===== src/rtl/sram_bus_arbiter.sv =====
// sram_bus_arbiter: merges the instruction-fetch and data sram-like ports onto one
// downstream sram-like bus, one transaction in flight, with cancelled-fetch response drop.
`default_nettype none

module sram_bus_arbiter #(
    parameter int PRIO_DATA = 1
) (
    input  logic        clk,
    input  logic        resetn,
    input  logic        inst_req,
    input  logic        inst_wr,
    input  logic [1:0]  inst_size,
    input  logic [31:0] inst_addr,
    input  logic [3:0]  inst_wstrb,
    input  logic [31:0] inst_wdata,
    output logic        inst_addr_ok,
    output logic        inst_data_ok,
    output logic [31:0] inst_rdata,
    input  logic        inst_cancel,
    input  logic        data_req,
    input  logic        data_wr,
    input  logic [1:0]  data_size,
    input  logic [31:0] data_addr,
    input  logic [3:0]  data_wstrb,
    input  logic [31:0] data_wdata,
    output logic        data_addr_ok,
    output logic        data_data_ok,
    output logic [31:0] data_rdata,
    output logic        bus_req,
    output logic        bus_wr,
    output logic [1:0]  bus_size,
    output logic [31:0] bus_addr,
    output logic [3:0]  bus_wstrb,
    output logic [31:0] bus_wdata,
    input  logic        bus_addr_ok,
    input  logic        bus_data_ok,
    input  logic [31:0] bus_rdata,
    output logic        busy
);

    typedef enum logic [1:0] {
        IDLE = 2'd0,
        ADDR = 2'd1,
        DATA = 2'd2
    } state_t;

    state_t state;
    logic   owner;       // 1 = data port owns the transaction
    logic   last_grant;  // 1 = data port received the most recent addr_ok
    logic   drop;

    logic any_req;
    logic grant;
    logic sel;
    logic accept;
    logic resp;
    logic cancel_hit;

    always_comb begin
        any_req = inst_req | data_req;
        if (inst_req && data_req)
            grant = (PRIO_DATA != 0) ? 1'b1 : ~last_grant;
        else
            grant = data_req;

        sel     = (state == IDLE) ? grant : owner;
        bus_req = (state == IDLE) ? any_req : (state == ADDR);
        accept  = bus_req & bus_addr_ok;
        resp    = (state == DATA) & bus_data_ok;

        // A fetch is killable from the cycle it is granted until its response.
        cancel_hit = inst_cancel & ((state == IDLE) ? (any_req & ~grant) : ~owner);

        inst_addr_ok = accept & ~sel;
        data_addr_ok = accept & sel;
        inst_data_ok = resp & ~owner & ~drop & ~inst_cancel;
        data_data_ok = resp & owner;

        bus_wr    = 1'b0;
        bus_size  = 2'd0;
        bus_addr  = 32'd0;
        bus_wstrb = 4'd0;
        bus_wdata = 32'd0;
        if (bus_req) begin
            bus_wr    = sel ? data_wr    : inst_wr;
            bus_size  = sel ? data_size  : inst_size;
            bus_addr  = sel ? data_addr  : inst_addr;
            bus_wstrb = sel ? data_wstrb : inst_wstrb;
            bus_wdata = sel ? data_wdata : inst_wdata;
        end
    end

    assign inst_rdata = bus_rdata;
    assign data_rdata = bus_rdata;
    assign busy       = (state != IDLE);

    always_ff @(posedge clk) begin
        if (!resetn) begin
            state      <= IDLE;
            owner      <= 1'b0;
            last_grant <= 1'b0;
            drop       <= 1'b0;
        end else begin
            case (state)
                IDLE: begin
                    if (any_req) begin
                        owner <= grant;
                        state <= bus_addr_ok ? DATA : ADDR;
                    end
                end
                ADDR: begin
                    if (bus_addr_ok)
                        state <= DATA;
                end
                DATA: begin
                    if (bus_data_ok)
                        state <= IDLE;
                end
                default: state <= IDLE;
            endcase

            if (accept)
                last_grant <= sel;

            if (resp)
                drop <= 1'b0;
            else if (cancel_hit)
                drop <= 1'b1;
        end
    end

endmodule

`default_nettype wire


===== config.mk =====
export PLATFORM = sky130hd
export DESIGN_NAME = sram_bus_arbiter
export DESIGN_NICKNAME = d
export VERILOG_FILES = /design/src/rtl/sram_bus_arbiter.sv
export SDC_FILE = /design/constraint.sdc
export NUM_CORES = 1
export LEC_CHECK = 0
export BUFFER_PORTS_ARGS = -buffer_cell sky130_fd_sc_hd__clkbuf_2
export CAP_MARGIN = 10
export CORE_AREA = 2 2 126 128
export CTS_CLUSTER_DIAMETER = 100
export DETAILED_ROUTE_END_ITERATION = 7
export DIE_AREA = 0 0 128 130
export GPL_TIMING_DRIVEN = 0
export PLACE_DENSITY = 0.46
export REMOVE_ABC_BUFFERS = 1
export SLEW_MARGIN = 20
export SYNTH_ARGS = -nofsm -noshare
export SYNTH_HDL_FRONTEND = slang
export SYNTH_SLANG_ARGS = --single-unit

===== constraint.sdc =====
create_clock -name clk -period 1.97 [get_ports clk]
set_clock_uncertainty 0.05 [all_clocks]
set_input_delay 0.591 -clock clk [delete_from_list [all_inputs] [get_ports clk]]
set_output_delay 0.591 -clock clk [all_outputs]
set_load 0.05 [all_outputs]

# Word-level counts from Yosys, hierarchy flattened
# Index checks and enable logic that the tools add are counted.
[classes]
n_eq_ne = 5
muxes = 19
n_bitwise = 17
reduce_logical = 6
[op_table]
columns = ["operator", "count"]
rows = [
  ["two-way mux 32 bit", 4],
  ["two-way mux 2 bit", 6],
  ["AND 1 bit", 10],
  ["two-way mux 4 bit", 2],
  ["two-way mux 1 bit", 6],
  ["inequality test 2 bit, second input constant", 3],
  ["inverter 1 bit", 6],
  ["case mux 2 bit (3 select lines)", 1],
  ["AND reduction 3 bit", 1],
  ["== test 2 x 1 -> 1 bit, second input constant", 1],
  ["== test 2 bit, second input constant", 1],
  ["logical NOT 2 bit", 1],
  ["AND reduction 2 bit", 1],
  ["nonzero test 2 bit", 1],
  ["OR reduction 2 bit", 1],
  ["logical AND 1 bit", 1],
  ["OR 1 bit", 1],
]
[totals]
regBits = 4
inputBits = 181
output_inout_bits = 141
word_cells = 50

# Depth between registers and ports, before layout
[depth]
depth_word = 6
mapped_depth = 6
mapped_depth_nobuf = 4

# Worst setup path after synthesis
# Ideal clock, no wire load.
[synth_path]
kind = "input to output"
start = "in data_req"
end = "out data_addr_ok"
arrival_ns = 2.189
required_ns = 1.329
path_slack_ns = -0.860
stages = 4
path_buffers = 1
path_cell_list = "nor3_1 > or2_2 > buf_6 > nor3b_1"
[synth_via]
elab_chain_cells = 4
elab_cells_between_ends = 7
classes_between = "mux: 3; bitwise: 3; reduce/logical: 1"
[synth_lines]
columns = ["item", "line", "text"]
rows = [
  ["from (decl)", "20", "input logic data_req,"],
  ["OR 1 bit or logical AND 1 bit (tied branches)", "60, 61", ""],
  ["two-way mux 1 bit (on tied branches)", "67, 61", ""],
  ["AND 1 bit or two-way mux 1 bit (tied branches)", "68, 66", ""],
  ["AND 1 bit *", "75", "data_addr_ok = accept & sel;"],
  ["to (decl)", "26", "output logic data_addr_ok,"],
]
# Mark *: on every way between the ends. The rest lies on a longest branch, timed or not.

# Final worst setup path
[layout_path]
start = "in data_req"
end = "out bus_wdata[4]"
[layout_via]
elab_chain_cells = 5
elab_cells_between_ends = 7
classes_between = "mux: 5; bitwise: 1; reduce/logical: 1"
[layout_lines]
columns = ["item", "line", "text"]
rows = [
  ["logical AND 1 bit", "61", "if (inst_req && data_req)"],
  ["two-way mux 1 bit", "61", ""],
  ["two-way mux 1 bit", "66", "sel = (state == IDLE) ? grant : owner;"],
  ["two-way mux 32 bit", "89", "bus_wdata = sel ? data_wdata : inst_wdata;"],
  ["two-way mux 32 bit *", "84", "if (bus_req) begin"],
  ["to (decl)", "34", "output logic [31:0] bus_wdata,"],
]
# Marks and branches as above.

==> reports/metrics.yaml <==
hold_path:
  min_to: "drop"
  holdPathStages: 2
  hold_path.class: "reg -> reg"
  hp-start: "drop"
placement:
  globalplace.congestion: 0.769
  detailedPlacementHpwl_um: 9770
  pre_cts_ws_ns: -0.980
  place_area_sq_um: 2910
  port_buffers: 225
  dp_cells: 669
status:
  violations: "setup timing"
  status: "finished with violations"
yosys:
  synth_area_sq_um: 2100
  yosysUniqueCellTypes: 28
  syn_avg_cell_area_sq_um: 6.06
  yosysTopAreaCellShare_pct: 23.2
  synth_seq_cells: 4
  ys_seq_area_share_pct: 3.81
  yosysWarningCount: 0
  synth.area.top_cells: "buf_4 (23%), a21oi_1 (17%), o21ai_0 (17%), nand3_1 (15%), buf_6 (5.4%)"
  synth_area_leader_cell: "buf_4"
  synthCells: 347
critical_path:
  rrSetupSlack_ns: 0.50
  cpPeakStageDelay_ns: 0.48
  reg2reg_depth: 4
  startpoint_type: "input port"
  slowest_stage: "or3b_4"
  cp_top_family: "simple AND/OR/NAND/NOR gates"
  cp-end-kind: "output port"
  worst-path-max-fanout: 9
  r2r-end: "state[0]"
  crit_top_cell: "clkbuf_16"
  critPathBufInv: 3
  r2r-start: "state[0]"
  path_cells: "clkbuf_16 -> or3b_4 -> clkbuf_16 -> nand3_1 -> a21oi_1 -> clkbuf_8"
  critPathKind: "in -> out"
  cp_data_required_time_ns: 1.33
  arrival_ns: 1.78
cells_and_area:
  layout.nets: 712
  fillers: 1580
  layout_common_cells: "clkbuf_2 (147), a21oi_2 (47), buf_8 (45)"
  layout.cells.non_filler: 722
  fin_util_pct: 33.2
  seq_area_sq_um: 88.8
  synthToLayoutAreaGrowth_pct: 144
  final_common_cell: "clkbuf_2"
  final_area_sq_um: 5130
  multi_input_area_sq_um: 2000
  drive_above_1_share_pct: 80.5
sta:
  whs_ns: 0.501
  final_hold_viol_count: 0
  setup_viol_count_final: 75
  tightest_slew_ns: 0.552
  fmax_ghz: 0.413
  slew_headroom_pct: 63.2
  slew_violations: 0
  rsz0062_at_grt: "yes"
  timing.final.crit_share_pct: 123
  fin_crit_ns: 2.42
  final.setup.worst_slack_ns: -0.452
grt:
  grt_pass1_wl_um: 21900
  gr-total-overflow: 0
  antenna_found_initial: 1
  grt_max_degree: 38
  grt_pass1_vias: 3428
  gr-usage-all-layers_pct: 17.9
floorplan:
  die_h_um: 130
  rows: 46
  core_area_sq_um: 15400
  start_util_pct: 13.6
  ioPinCount: 322
  design.die.area_sq_um: 16600
  die_w_um: 128
clock_tree:
  cts-root-buf: "clkbuf_16"
  cts.path.max_buffers: 2
  clk_pin_slew_ns: 0.03
  worst_skew_pair.late_latency_ns: 0.22
  cts_tree: "done"
  cts_buffers: 3
  cts_htree_levels: 1
  cts.sinks: 4
routing:
  drt_iter0_drc: 117
  ant_nets: 0
  wl_per_cell_um: 23.6
  drc: 0
  dr.pass1.iters: 4
  wl_um: 17100
  route.vias.total: 3503
  viasPerCell: 4.85
power_and_ir_drop:
  p_leak_nw: 2.25
  p_per_area_nw_per_um2: 599
  ir_drop_mv: 0.287
flow_run:
  drv_cap: 0
[metal layers]
layer | vias to the layer above | global-route usage (%) | routed length (um)
li1 | 1563 | - | -
met1 | 1648 | 18.8 | 6420
met2 | 266 | 29.2 | 7790
met3 | 24 | 13.0 | 2550
met4 | 2 | 2.65 | 228
met5 | - | 5.00 | 69
[per-stage QoR]
step	power [W]	TNS (ns)
5_1_grt	0.00320	-33.12
4_1_cts	0.00274	-31.36
6_report	0.00307	-29.89
2_1_floorplan	0.00121	-119.17
3_5_place_dp	0.00171	-60.37
3_3_place_gp	0.00167	-171.43
[cell usage after synthesis]
cell / count
nor2b_1: 1
o311ai_0: 1
a31o_2: 1
a21oi_1: 73
nand3_2: 10
nor4_1: 1
nand3b_1: 1
nor3b_4: 1
o21a_1: 1
buf_2: 9
or3b_1: 1
a21boi_0: 1
clkbuf_1: 12
nor2_1: 3
o21ai_2: 1
dfxtp_1: 4
o21ai_0: 71
nor3_1: 1
clkbuf_2: 7
nand3_1: 62
or2_2: 2
nor3b_1: 2
nor4b_1: 1
buf_6: 10
buf_4: 65
inv_1: 3
and3_1: 1
nand2b_1: 1
[worst min-delay path, cell delays in order, from the launching register on]
cell     delay [ns]
dfxtp_1        0.32
a21oi_1        0.11
a21oi_1        0.07
[worst max-delay path by stage]
stage	start	endpoint	slack, ns	depth (start not counted)
floorplan	data_req	data_addr_ok	-1.71	3
global placement	state[1]	bus_wdata[5]	-2.51	4
detailed placement	data_req	bus_addr[6]	-0.98	7
CTS	data_req	bus_wdata[7]	-0.50	8
global route	data_req	bus_wdata[2]	-0.49	8
finish	data_req	bus_wdata[4]	-0.45	6
[registers in the layout, summed over array words and instances (netlist names)]
signal	count
state	2
drop	1
owner	1
[report_power, final]
part,internal [W],total [W],switching (W)
clock,0.000259,0.000313,0.0000540
sequential,0.0000892,0.000116,0.0000264
combinational,0.00112,0.00264,0.00152
[layout make-up]
type | count | share of cell area, %
sequential | 4 | 1.73
tap | 192 | 4.69
multi-input combinational | 242 | 38.9
timing repair buffer | 277 | 52.8
clock buffer | 3 | 1.46
inverter | 3 | 0.317
antenna | 1 | 0.0488
[kinds of logic after synthesis]
logic type | Yosys count | share of synthesized area (%)
compound gates | 149 | 36.3
buf+inv | 106 | 35.1
flops | 4 | 3.81
simple gates | 88 | 24.9
[what timing repair did]
item | 4_1_cts | 5_1_grt
endpoints found under the hold margin | 0 | 0
gates cloned | 11 | 7
hold buffers | 0 | 0
pin swaps | 49 | 75
setup buffers | 29 | 8
endpoints found under the setup margin | 76 | 76
gates resized for setup | 266 | 187
No activity file was read; power rests on OpenSTA's default activity.
